File: src/rtl/panel_pkg.sv
// Shared types, encodings and defaults for the TOY front-panel run controller.
package panel_pkg;

  typedef enum logic [2:0] {
    IDLE  = 3'd0,
    RUN   = 3'd1,
    STEP  = 3'd2,
    DRAIN = 3'd3,
    LOAD  = 3'd4,
    LOOK  = 3'd5
  } state_e;

  localparam logic [1:0] EXEC_IDLE = 2'd0;
  localparam logic [1:0] EXEC_RUN  = 2'd1;
  localparam logic [1:0] EXEC_STEP = 2'd2;

  localparam logic [7:0] PTR_RST_DEFAULT = 8'h10;

  // Field order is the button priority, highest first.
  typedef struct packed {
    logic stop;
    logic run;
    logic step;
    logic load;
    logic look;
    logic addr;
    logic pc;
  } btn_t;

  localparam btn_t BTN_NONE = 7'b000_0000;

  function automatic logic [1:0] exec_for(input state_e st);
    case (st)
      RUN:     exec_for = EXEC_RUN;
      STEP:    exec_for = EXEC_STEP;
      default: exec_for = EXEC_IDLE;
    endcase
  endfunction

endpackage

File: src/rtl/panel_ctrl_if.sv
// Panel memory request port: the controller is master, the core memory is slave.
interface panel_ctrl_if;
  logic        val;
  logic        wen;
  logic [7:0]  addr;
  logic [15:0] wdata;
  logic        rdy;
  logic [15:0] rdata;

  modport master (output val, wen, addr, wdata, input rdy, rdata);
  modport slave  (input val, wen, addr, wdata, output rdy, rdata);
endinterface

File: src/rtl/panel_btn_arb.sv
// Filters button pulses by what the current state accepts, then keeps only the
// highest-priority survivor as a one-hot command.
module panel_btn_arb import panel_pkg::*; (
  input  state_e state,
  input  btn_t   btn,
  output btn_t   cmd
);

  btn_t legal_s;

  // State-legal filter: IDLE takes everything but stop, RUN/STEP take only stop.
  always_comb begin
    legal_s = BTN_NONE;
    case (state)
      IDLE: begin
        legal_s      = btn;
        legal_s.stop = 1'b0;
      end
      RUN, STEP: legal_s.stop = btn.stop;
      default:   legal_s = BTN_NONE;
    endcase
  end

  // Priority encoder: stop > run > step > load > look > addr > pc.
  always_comb begin
    cmd = BTN_NONE;
    if (legal_s.stop) begin
      cmd.stop = 1'b1;
    end else if (legal_s.run) begin
      cmd.run = 1'b1;
    end else if (legal_s.step) begin
      cmd.step = 1'b1;
    end else if (legal_s.load) begin
      cmd.load = 1'b1;
    end else if (legal_s.look) begin
      cmd.look = 1'b1;
    end else if (legal_s.addr) begin
      cmd.addr = 1'b1;
    end else if (legal_s.pc) begin
      cmd.pc = 1'b1;
    end else begin
      cmd = BTN_NONE;
    end
  end

endmodule

File: src/rtl/panel_ctrl.sv
// TOY front-panel run controller: core run/step/drain control plus panel load/look
// memory accesses. Define PANEL_AUTOINC_EN to post-increment the pointer per access.
module panel_ctrl import panel_pkg::*; #(
  parameter int unsigned DRAIN_TMO = 255,
  parameter logic [7:0]  PTR_RST   = PTR_RST_DEFAULT
) (
  input  logic         clk_i,
  input  logic         rst_ni,
  input  logic         btn_run_i,
  input  logic         btn_stop_i,
  input  logic         btn_step_i,
  input  logic         btn_load_i,
  input  logic         btn_look_i,
  input  logic         btn_addr_i,
  input  logic         btn_pc_i,
  input  logic [7:0]   sw_addr_i,
  input  logic [15:0]  sw_data_i,
  output logic [1:0]   cpu_exec_o,
  output logic         pc_wen_o,
  output logic [7:0]   pc_o,
  output logic         core_rst_no,
  input  logic         cpu_halt_i,
  input  logic         cpu_done_i,
  input  logic         instr_val_i,
  panel_ctrl_if.master mem,
  output logic [7:0]   disp_addr_o,
  output logic [15:0]  disp_data_o,
  output logic         running_o,
  output logic         halted_o
);

  localparam logic [15:0] TMO_CNT  = 16'(DRAIN_TMO);
  localparam logic [15:0] TMO_LAST = 16'(DRAIN_TMO - 32'd1);

  state_e       state_r, state_s;
  btn_t         btn_s, cmd_s;
  logic [15:0]  cnt_r, cnt_s;
  logic [7:0]   ptr_r, ptr_s, pc_r, pc_s, mem_addr_r, mem_addr_s, disp_addr_r, disp_addr_s;
  logic [15:0]  mem_wdata_r, mem_wdata_s, disp_data_r, disp_data_s;
  logic [1:0]   cpu_exec_r;
  logic         pc_wen_r, pc_wen_s, core_rst_r, core_rst_s;
  logic         mem_val_r, mem_val_s, mem_wen_r, mem_wen_s;
  logic         running_r, running_s, halted_r, halted_s;

  assign btn_s = {btn_stop_i, btn_run_i, btn_step_i, btn_load_i,
                  btn_look_i, btn_addr_i, btn_pc_i};

  panel_btn_arb u_arb (
    .state (state_r),
    .btn   (btn_s),
    .cmd   (cmd_s)
  );

  // Next-state and next-output logic for the run/drain/access controller.
  always_comb begin
    state_s     = state_r;
    cnt_s       = 16'd0;
    ptr_s       = ptr_r;
    pc_s        = pc_r;
    pc_wen_s    = 1'b0;
    core_rst_s  = 1'b1;
    mem_val_s   = mem_val_r;
    mem_wen_s   = mem_wen_r;
    mem_addr_s  = mem_addr_r;
    mem_wdata_s = mem_wdata_r;
    disp_addr_s = disp_addr_r;
    disp_data_s = disp_data_r;
    running_s   = running_r;
    halted_s    = halted_r;
    case (state_r)
      IDLE: begin
        if (cmd_s.run) begin
          state_s   = RUN;
          running_s = 1'b1;
          halted_s  = 1'b0;
        end else if (cmd_s.step) begin
          state_s  = STEP;
          halted_s = 1'b0;
        end else if (cmd_s.load || cmd_s.look) begin
          state_s     = cmd_s.load ? LOAD : LOOK;
          mem_val_s   = 1'b1;
          mem_wen_s   = cmd_s.load;
          mem_addr_s  = ptr_r;
          mem_wdata_s = sw_data_i;
        end else if (cmd_s.addr) begin
          ptr_s       = sw_addr_i;
          disp_addr_s = sw_addr_i;
        end else if (cmd_s.pc) begin
          pc_wen_s = 1'b1;
          pc_s     = ptr_r;
        end else begin
          state_s = IDLE;
        end
      end
      RUN, STEP: begin
        if (cpu_halt_i) begin
          state_s  = DRAIN;
          halted_s = 1'b1;
        end else if (cmd_s.stop || ((state_r == STEP) && instr_val_i)) begin
          state_s = DRAIN;
        end else begin
          state_s = state_r;
        end
      end
      DRAIN: begin
        // The flush pulse occupies the cycle where the counter equals DRAIN_TMO.
        if (cpu_done_i || (cnt_r == TMO_CNT)) begin
          state_s   = IDLE;
          running_s = 1'b0;
        end else begin
          cnt_s = cnt_r + 16'd1;
          if (cnt_r == TMO_LAST) begin
            core_rst_s = 1'b0;
          end else begin
            core_rst_s = 1'b1;
          end
        end
      end
      LOAD, LOOK: begin
        if (mem_val_r && mem.rdy) begin
          state_s     = IDLE;
          mem_val_s   = 1'b0;
          disp_addr_s = mem_addr_r;
          disp_data_s = mem_wen_r ? mem_wdata_r : mem.rdata;
`ifdef PANEL_AUTOINC_EN
          ptr_s = ptr_r + 8'd1;
`else
          ptr_s = ptr_r;
`endif
        end else begin
          state_s = state_r;
        end
      end
      default: begin
        state_s   = IDLE;
        mem_val_s = 1'b0;
      end
    endcase
  end

  // State and output registers with synchronous active-low reset.
  always_ff @(posedge clk_i) begin
    if (!rst_ni) begin
      state_r     <= IDLE;
      cnt_r       <= 16'd0;
      ptr_r       <= PTR_RST;
      pc_r        <= 8'd0;
      pc_wen_r    <= 1'b0;
      core_rst_r  <= 1'b1;
      cpu_exec_r  <= EXEC_IDLE;
      mem_val_r   <= 1'b0;
      mem_wen_r   <= 1'b0;
      mem_addr_r  <= 8'd0;
      mem_wdata_r <= 16'd0;
      disp_addr_r <= PTR_RST;
      disp_data_r <= 16'd0;
      running_r   <= 1'b0;
      halted_r    <= 1'b0;
    end else begin
      state_r     <= state_s;
      cnt_r       <= cnt_s;
      ptr_r       <= ptr_s;
      pc_r        <= pc_s;
      pc_wen_r    <= pc_wen_s;
      core_rst_r  <= core_rst_s;
      cpu_exec_r  <= exec_for(state_s);
      mem_val_r   <= mem_val_s;
      mem_wen_r   <= mem_wen_s;
      mem_addr_r  <= mem_addr_s;
      mem_wdata_r <= mem_wdata_s;
      disp_addr_r <= disp_addr_s;
      disp_data_r <= disp_data_s;
      running_r   <= running_s;
      halted_r    <= halted_s;
    end
  end

  assign cpu_exec_o  = cpu_exec_r;
  assign pc_wen_o    = pc_wen_r;
  assign pc_o        = pc_r;
  assign core_rst_no = core_rst_r;
  assign mem.val     = mem_val_r;
  assign mem.wen     = mem_wen_r;
  assign mem.addr    = mem_addr_r;
  assign mem.wdata   = mem_wdata_r;
  assign disp_addr_o = disp_addr_r;
  assign disp_data_o = disp_data_r;
  assign running_o   = running_r;
  assign halted_o    = halted_r;

endmodule

File: src/flat_wrapper.sv
// flat-port wrapper written by rule: the top's interface ports become plain ports
module panel_ctrl_flat import panel_pkg::*;
#(
  parameter int unsigned DRAIN_TMO = 255,
  parameter logic [7:0]  PTR_RST   = PTR_RST_DEFAULT
)
  (clk_i, rst_ni, btn_run_i, btn_stop_i, btn_step_i, btn_load_i, btn_look_i, btn_addr_i, btn_pc_i, sw_addr_i, sw_data_i, cpu_exec_o, pc_wen_o, pc_o, core_rst_no, cpu_halt_i, cpu_done_i, instr_val_i, disp_addr_o, disp_data_o, running_o, halted_o, mem_val, mem_wen, mem_addr, mem_wdata, mem_rdy, mem_rdata);
  panel_ctrl_if mem_i ();
  input  logic clk_i;
  input  logic rst_ni;
  input  logic btn_run_i;
  input  logic btn_stop_i;
  input  logic btn_step_i;
  input  logic btn_load_i;
  input  logic btn_look_i;
  input  logic btn_addr_i;
  input  logic btn_pc_i;
  input  logic [7:0] sw_addr_i;
  input  logic [15:0] sw_data_i;
  output logic [1:0] cpu_exec_o;
  output logic pc_wen_o;
  output logic [7:0] pc_o;
  output logic core_rst_no;
  input  logic cpu_halt_i;
  input  logic cpu_done_i;
  input  logic instr_val_i;
  output logic [7:0] disp_addr_o;
  output logic [15:0] disp_data_o;
  output logic running_o;
  output logic halted_o;
  output wire logic [$bits(mem_i.val)-1:0] mem_val;
  output wire logic [$bits(mem_i.wen)-1:0] mem_wen;
  output wire logic [$bits(mem_i.addr)-1:0] mem_addr;
  output wire logic [$bits(mem_i.wdata)-1:0] mem_wdata;
  input wire logic [$bits(mem_i.rdy)-1:0] mem_rdy;
  input wire logic [$bits(mem_i.rdata)-1:0] mem_rdata;
  assign mem_val = mem_i.val;
  assign mem_wen = mem_i.wen;
  assign mem_addr = mem_i.addr;
  assign mem_wdata = mem_i.wdata;
  assign mem_i.rdy = mem_rdy;
  assign mem_i.rdata = mem_rdata;
  panel_ctrl #(.DRAIN_TMO(DRAIN_TMO), .PTR_RST(PTR_RST)) u_core (.clk_i(clk_i), .rst_ni(rst_ni), .btn_run_i(btn_run_i), .btn_stop_i(btn_stop_i), .btn_step_i(btn_step_i), .btn_load_i(btn_load_i), .btn_look_i(btn_look_i), .btn_addr_i(btn_addr_i), .btn_pc_i(btn_pc_i), .sw_addr_i(sw_addr_i), .sw_data_i(sw_data_i), .cpu_exec_o(cpu_exec_o), .pc_wen_o(pc_wen_o), .pc_o(pc_o), .core_rst_no(core_rst_no), .cpu_halt_i(cpu_halt_i), .cpu_done_i(cpu_done_i), .instr_val_i(instr_val_i), .mem(mem_i), .disp_addr_o(disp_addr_o), .disp_data_o(disp_data_o), .running_o(running_o), .halted_o(halted_o));
endmodule
File: config.mk
export PLATFORM = sky130hd
export DESIGN_NAME = panel_ctrl_flat
export DESIGN_NICKNAME = d
export VERILOG_FILES = /design/src/rtl/panel_pkg.sv /design/src/rtl/panel_ctrl_if.sv /design/src/rtl/panel_btn_arb.sv /design/src/rtl/panel_ctrl.sv /design/src/flat_wrapper.sv
export SDC_FILE = /design/constraint.sdc
export NUM_CORES = 1
export LEC_CHECK = 0
export CAP_MARGIN = 20
export CORE_AREA = 8 8 106 108
export CTS_CLUSTER_SIZE = 25
export DETAILED_ROUTE_END_ITERATION = 8
export DIE_AREA = 0 0 114 116
export HOLD_SLACK_MARGIN = 0.03
export PLACE_DENSITY = 0.75
export SYNTH_ARGS = -nofsm -noshare
export SYNTH_HDL_FRONTEND = slang
export SYNTH_HIERARCHICAL = 1
export SYNTH_SLANG_ARGS = --single-unit
export TNS_END_PERCENT = 50
File: constraint.sdc
create_clock -name clk_i -period 2.3 [get_ports clk_i]
set_clock_uncertainty 0.1 [all_clocks]
set_input_delay 0.46 -clock clk_i [delete_from_list [all_inputs] [get_ports clk_i]]
set_output_delay 0.46 -clock clk_i [all_outputs]
set_load 0.01 [all_outputs]
; Word-level counts from Yosys, hierarchy flattened
; Cells that the tools add are included.
[totals]
register_bits = 91
in_bits = 53
elab_cells = 122
[classes]
add_sub_neg = 1
n_eq_ne = 19
n_mux = 57
bitwise_logic = 8
n_reduce_logical = 22
[ops]
columns = op, count
row1 = $mux W8, 5
row2 = $mux W3, 11
row3 = $eq A16 B8 Y1 const B, 2
row4 = $mux W5, 6
row5 = $mux W1, 22
row6 = $add A16 B1 Y16 const B, 1
row7 = $mux W16, 1
row8 = $pmux W8 S2, 1
row9 = $mux W6, 2
row10 = $pmux W3 S4, 1
row11 = $reduce_and A6 Y1, 2
row12 = $ne A2 B1 Y1 const B, 5
row13 = $reduce_and A5 Y1, 2
row14 = $eq A3 B2 Y1 const B, 3
row15 = $mux W4, 2
row16 = $ne A2 B2 Y1 const B, 4
row17 = $not A1 Y1, 8
row18 = $eq A3 B1 Y1 const B, 2
row19 = $eq A3 B3 Y1 const B, 2
row20 = $reduce_and A3 Y1, 2
row21 = $reduce_bool A2 Y1, 3
row22 = $reduce_or A3 Y1, 2
row23 = $reduce_or A6 Y1, 1
row24 = $mux W2, 2
row25 = 10 further kinds, 15

; Logic depth before layout (Yosys ltp)
; Gate-level depths: netlist of the first run.
[depth]
ltp_word = 20
ltp_mapped = 9
depth_no_buf = 7

; Cells and area by module
; Netlist of the first run, hierarchy kept.
[by_module_without_submodules]
columns = mod, n_inst, cells_per_inst, area_each_um2
row1 = panel_ctrl, 1, 416, 3886.2
row2 = panel_btn_arb, 1, 16, 125.1

; Worst setup path after synthesis of the first run
; No wires, ideal clock.
[synth_timing]
path_kind = register to register
start = register u_core.state_r[1]
end = register u_core.mem_addr_r[0], in the netlist u_core/mem.addr[0]
setup_ns = 0.070
arrival_ns = 2.180
slack_ns = -0.050
stages_incl_launch_ff = 9
cell_sequence = dfxtp_1 or3_4 nor4b_1 or2_1 and3_1 clkbuf_1 buf_2 nand2_1 a21boi_1
[synth_rtl]
columns = element, line_no
row1 = from (decl), panel_ctrl.sv:35  ; state_e state_r, state_s;
row2 = from (signal assigned), panel_ctrl.sv:160  ; state_r <= state_s;
row3 = to (signal assigned), panel_ctrl.sv:169  ; mem_addr_r <= mem_addr_s;
row4 = to (decl), panel_ctrl.sv:38  ; logic [7:0] ptr_r, ptr_s, pc_r, pc_s, mem_addr_r, mem_addr_s, disp_addr_r, disp_addr_s;

==> results of run 1 <==
-- power by group --
group          internal (mW)  switching, mW
registers               1.66         0.0554
logic                  0.576          0.559
clock network          0.426          0.645
-- critical path: cells and delay by family --
kind	cells	cell delay (ns)
muxes	1	0.21
buffers and inverters	2	0.65
and+or+nand+nor	5	1.03
-- cell usage after synthesis (2+ instances only) --
library cell	count	share of area, %
a211oi_1	2	0.37
a21boi_0	2	0.37
a21boi_1	25	4.7
a21oi_1	3	0.37
a31oi_1	2	0.31
and3_1	5	0.78
buf_1	2	0.19
buf_2	5	0.62
clkbuf_1	16	1.5
dfxtp_1	91	45
ha_1	2	0.62
inv_1	7	0.66
mux2i_1	41	10
nand2_1	82	7.7
nand3_1	7	0.87
nand4_1	4	0.62
nor2_1	28	2.6
nor2b_1	16	2.5
nor3_1	6	0.75
nor3b_1	5	0.94
nor4_1	6	0.94
nor4_4	2	1.1
nor4b_1	2	0.44
o211a_1	23	5.7
o21a_1	4	0.75
o21ai_0	5	0.62
or2_1	2	0.31
or4_1	2	0.37
xnor2_1	13	2.8
xor2_1	2	0.44
-- metrics by stage --
stage               hold WS (ns)  worst slack, ns  setup TNS, ns  util (%)  instances
finish                     0.371            0.117              0      59.7        701
global route               0.391           0.0221              0      59.7        701
CTS                        0.377           0.0497              0      59.5        701
detailed placement         0.362           -0.327         -13.75      57.5        685
global placement           0.356           -0.303         -11.46      57.5        685
floorplan                  0.343          -0.0261        -0.0784         -        432
-- per-layer routing --
metal	vias up	track usage [%]	wire, µm
met3	8	6.04	764
met2	84	29.0	5310
met1	1635	18.2	4560
li1	1761	-	-
met5	-	0	0
met4	0	4.53	88
-- logic make-up after synthesis --
group,after synthesis,synth area share [%]
and+or+nand+nor,177,22.0
adders and majority gates,2,0.624
xor gates and xnor gates,15,3.28
DFF,91,45.4
buffers and inverters,33,3.52
AOI/OAI and AO/OA,72,14.6
muxes,42,10.5
-- how the worst max path moves through the flow --
| stage | startpoint | endpoint | slack, ns | depth (start not counted) |
|---|---|---|---|---|
| floorplan | u_core/state_r[1]$_SDFF_PN0_ | u_core/disp_addr_o[3]$_SDFFE_PN0P_ | -0.03 | 8 |
| global placement | btn_step_i | u_core/disp_addr_o[1]$_SDFFE_PN0P_ | -0.30 | 8 |
| detailed placement | btn_step_i | u_core/disp_addr_o[1]$_SDFFE_PN0P_ | -0.33 | 8 |
| CTS | u_core/state_r[1]$_SDFF_PN0_ | u_core/disp_addr_o[1]$_SDFFE_PN0P_ | 0.05 | 8 |
| global route | u_core/state_r[1]$_SDFF_PN0_ | u_core/mem.wdata[11]$_SDFFE_PN0P_ | 0.02 | 9 |
| finish | btn_run_i | u_core/pc_o[1]$_SDFFE_PN0P_ | 0.12 | 8 |
-- sequential cells by signal, summed over array words and instances, names as in the netlist --
signal / count
u_core/mem.wdata: 16
u_core/mem.val: 1
u_core/cnt_r: 16
u_core/pc_wen_o: 1
u_core/running_o: 1
u_core/ptr_r: 8
u_core/state_r: 3
u_core/mem.wen: 1
u_core/mem.addr: 8
u_core/disp_addr_o: 8
u_core/core_rst_no: 1
u_core/cpu_exec_o: 2
u_core/disp_data_o: 16
u_core/pc_o: 8
u_core/halted_o: 1
-- layout make-up --
cell class                      count  area share [%]
Sequential cell                    91            31.9
Clock buffer                        9            2.17
Tap cell                          133            2.92
Inverter                            8           0.527
Multi-Input combinational cell    308            36.4
Clock inverter                      7            1.18
Timing Repair Buffer              145            24.8
==> reports/qor.csv, run 1 <==
metric,value,unit
Total Wirelength,10700,µm
layout cells sized above 1,10.7,%
"Endpoint, Worst Hold",u_core/mem.addr[6]$_SDFFE_PN0P_,
CP max-delay cell,clkdlybuf4s50_1,
most frequent cells in the layout,"clkdlybuf4s50_1, dfxtp_1, nand2_1",
area of the multi-input gates,2080,µm²
total iterations of the first detailed-routing run,4,
yosys warns,6,
overall power,3.93,mW
pin count of the biggest net entering global routing,52,
WHS Path Cells,2,
FILL cells,864,
ant diodes,0,
drc violations,0,
HP Class,reg -> reg,
synth unique cells,50,
Routed wire per std cell,15.3,µm
Die Ht,116,µm
design area,5700,µm²
total of max-cap violations,0,
unrepaired setup endpoints after global routing,false,
"Area growth, synth to finish",42.2,%
gpl congestion,0.823,
CTS Buffer Depth,2,
Clock Pin Slew Worst Setup and Hold Paths,0.10,ns
FMAX,458,MHz
Starting Density,42.0,%
"commonest non-fill, non-tap cell in the layout",clkdlybuf4s50_1,
FF-to-FF path depth,8,
number of H-tree levels,3,
total leakage power,2.23,nW
Register Area,1820,µm²
total CTS buffers,9,
initial drt markers,136,
Port Buffers,116,
reg-to-reg endpoint,u_core/mem.wdata[1]$_SDFFE_PN0P_,
prevailing post-synth register cell,dfxtp_1,
Mapped Cells,432,
Final Cycle Share,94.9,%
mean post-synth cell area,9.29,µm²
post_cts resized,0,
first-pass GRT wire length,17600,µm
CP Max Fanout,8,
post-synthesis net count,487,
Cell Rows,36,
WP data required,2.46,ns
worst skew pair latency,0.36,ns
placed cell area,5490,µm²
Setup crit start kind,primary input,
CTS tree,done,
ys async rst share,0,%
total gr overflow,0,
Post-CTS Setup Inserts,0,
initial antenna violation count,0,
maximum VDD drop,381,µV
vias per cell,4.98,
crit path DAT,2.35,ns
Vias,3488,
Final ANT Viol Nets,0,
synthesized flop and latch total,91,
slew margin rel.,69.2,%
vias in the first global route,3666,
Crit Path Class,in -> reg,
Root Driver,clkbuf_8,
core area,9550,µm²
crit end category,flip-flop,
R2R Setup Slk,0.14,ns
HP Start,u_core/ptr_r[6]$_SDFFE_PN0P_,
I/O pins,117,
post-synthesis sequential area ratio,45.4,%
"Largest stage delay, worst path",0.48,ns
Post-CTS Hold Buffers,0,
overall routing resource usage,16.4,%
P per Cell Area,688,nW/µm²
Mapped Area,4010,µm²
Tmin final,2.18,ns
Worst Tran Pin Value,0.461,ns
Sink Count,91,
r2r startpoint,u_core/state_r[1]$_SDFF_PN0_,
status,"finished, final reports clean",
Final Max Slew Viols,0,
die area,13200,µm²
"EDFF count, synth",0,
DIE WIDTH,114,µm
Final Hold Fails,0,
crit-path cells,"clkdlybuf4s50_1, nor2_1, and2_1, or4_4, nor4_4, buf_12, mux2i_1, nor2b_1",
final-report setup violation count,0,
hpwl dp,7870,µm
Final nets,618,
No activity file was read; power rests on OpenSTA's default activity.
==> run 2, diff against run 1 <==
--- a/config.mk
+++ b/config.mk
@@ -12,2 +12,3 @@
 export DIE_AREA = 0 0 114 116
+export GPL_TIMING_DRIVEN = 0
 export HOLD_SLACK_MARGIN = 0.03
--- a/constraint.sdc
+++ b/constraint.sdc
@@ -4,2 +4,2 @@
 set_output_delay 0.46 -clock clk_i [all_outputs]
-set_load 0.01 [all_outputs]
+set_load 0.005 [all_outputs]
==> reports/qor.csv, run 2 (same netlist as run 1, synthesis figures left out) <==
metric,value,unit
register share of total power,46.7,%
worst skew pair latency,0.36,ns
"Area growth, synth to finish",40.6,%
total iterations of the first detailed-routing run,4,
slew margin rel.,58.9,%
Post-Place Cells,681,
total leakage power,2.18,nW
Max Used Layer,met4,
Root Driver,clkbuf_8,
layout cells sized above 1,9.35,%
Post-CTS Hold Buffers,0,
Routed wire per std cell,16.5,µm
total gr overflow,0,
"commonest non-fill, non-tap cell in the layout",clkdlybuf4s50_1,
Sink Count,91,
CTS Buffer Depth,2,
CP Max Fanout,8,
FILL cells,864,
Total Wirelength,11500,µm
crit path DAT,2.40,ns
Critical path buffers and inverters,1,
r2r startpoint,u_core/state_r[1]$_SDFF_PN0_,
I/O pins,117,
Final Hold Fails,0,
R2R Setup Slk,0.04,ns
HP Class,reg -> reg,
Final nets,617,
drc violations,0,
reg-to-reg endpoint,u_core/disp_addr_o[4]$_SDFFE_PN1P_,
"non-filler cells, final",700,
crit-path cells,"or3_4, nor4_4, o2111a_1, nor4b_4, a21bo_2, buf_4, mux2i_1, nand2_1",
most frequent cells in the layout,"clkdlybuf4s50_1, dfxtp_1, nand2_1",
setup_tns,0,ns
DIE WIDTH,114,µm
Cell Rows,36,
"Largest stage delay, worst path",0.42,ns
Final ANT Viol Nets,0,
Starting Density,42.0,%
Vias,3571,
hpwl dp,8600,µm
initial drt markers,152,
Final Cycle Share,98.3,%
vias per cell,5.10,
FMAX,442,MHz
overall routing resource usage,17.4,%
met3 wire len,871,µm
vias in the first global route,3649,
Combinational Power Share,26.9,%
FF-to-FF path depth,8,
crit end category,flip-flop,
Clock Pin Slew Worst Setup and Hold Paths,0.10,ns
wire length on met2,5720,µm
initial antenna violation count,0,
CP top delay family,simple AND/OR/NAND/NOR gates,
P per Cell Area,669,nW/µm²
CP max-delay cell,or3_4,
final-report setup violation count,0,
gpl congestion,0.843,
switching share of total power,31.2,%
Worst Tran Pin Value,0.617,ns
Port Buffers,116,
pin count of the biggest net entering global routing,16,
ant diodes,0,
Crit Path Class,reg -> reg,
status,"finished, final reports clean",
"Endpoint, Worst Hold",u_core/mem.wdata[1]$_SDFFE_PN0P_,
WP data required,2.44,ns
HP Start,u_core/mem.wdata[1]$_SDFFE_PN0P_,
Clock Power Share,26.4,%
total of max-cap violations,0,
first-pass GRT wire length,18300,µm
WHS Path Cells,2,
die area,13200,µm²
Tmin final,2.26,ns
total internal power,2.60,mW
number of H-tree levels,3,
total CTS buffers,9,
CTS tree,done,
Die Ht,116,µm
unrepaired setup endpoints after global routing,true,
Metal-1 WL,4800,µm
Net Sw Power,1.18,mW
Setup crit start kind,flip-flop,
Final Max Slew Viols,0,
core area,9550,µm²
maximum VDD drop,308,µV
## run 2: cell types whose count changed in the layout (fill, tap and decap cells not counted), moves of 3 or more
cell      change
inv_8         -3
buf_2         +3
buf_4        -17
clkbuf_1     +10
dfxtp_1       -3
clkbuf_2      +3
## run 2: timing repair
item / 4_1_cts / 5_1_grt
pin swaps: 2 / 3
buffers inserted: 3 / 1
resized for setup: 17 / 16
endpoints found under the setup margin: 66 / 60
## run 2: layout make-up
type                            count  area [µm²]  share of cell area [%]
Timing Repair Buffer              120        1210                    21.4
Multi-Input combinational cell    308        2110                    37.4
Inverter                            8        30.0                   0.532
Clock buffer                       11         141                    2.51
Tap cell                          133         166                    2.95
Buffer                             24         125                    2.22
Sequential cell                    91        1830                    32.4
Clock inverter                      5        36.3                   0.643
## run 2: per-stage QoR
| step | setup slack (ns) | util, % | power, mW | hold slack, ns | instance area, µm² |
|---|---|---|---|---|---|
| final | 0.0388 | 59.1 | 3.78 | 0.374 | 5640 |
| after CTS | 0.00290 | 58.8 | 3.79 | 0.378 | 5620 |
| after global placement | -0.750 | 56.0 | 2.71 | 0.353 | 5350 |
| after floorplan | -0.0261 | - | 2.35 | 0.343 | 4020 |
| after global routing | -0.105 | 59.1 | 3.97 | 0.396 | 5640 |
| after detailed placement | -0.773 | 56.0 | 2.73 | 0.364 | 5350 |
## run 2: worst register-to-register path, delay by kind of cell, from the launching register on
kind                   cells  cell delay [ns]
DFF                        1             0.38
and+or+nand+nor            4             0.89
buffers and inverters      1             0.14
muxes                      1             0.18
AOI/OAI and AO/OA          2             0.47
## run 2: power by group through the flow
stage                     sequential (mW)  clock [mW]  combinational (mW)
after CTS                            1.75        1.03                1.00
after global routing                 1.78        1.10                1.10
final                                1.76       0.998                1.01
after floorplan                      1.77           0               0.576
after detailed placement             1.79           0               0.944
after global placement               1.79           0               0.927
## run 2: worst max-delay path by stage
| stage | endpoint | depth (start not counted) | start |
|---|---|---|---|
| finish | u_core/disp_addr_o[4]$_SDFFE_PN1P_ | 8 | u_core/state_r[1]$_SDFF_PN0_ |
| global route | u_core/disp_addr_o[4]$_SDFFE_PN1P_ | 8 | u_core/state_r[1]$_SDFF_PN0_ |
| CTS | u_core/disp_addr_o[4]$_SDFFE_PN1P_ | 8 | u_core/state_r[1]$_SDFF_PN0_ |
| detailed placement | u_core/disp_addr_o[6]$_SDFFE_PN0P_ | 8 | btn_step_i |
| global placement | u_core/disp_addr_o[3]$_SDFFE_PN0P_ | 8 | btn_step_i |
| floorplan | u_core/disp_addr_o[3]$_SDFFE_PN0P_ | 8 | u_core/state_r[1]$_SDFF_PN0_ |
## run 2: per-layer routing
layer,track usage (%),vias up
met5,0,-
met4,5.50,0
met3,5.94,14
met2,30.1,100
met1,19.9,1703
li1,-,1754
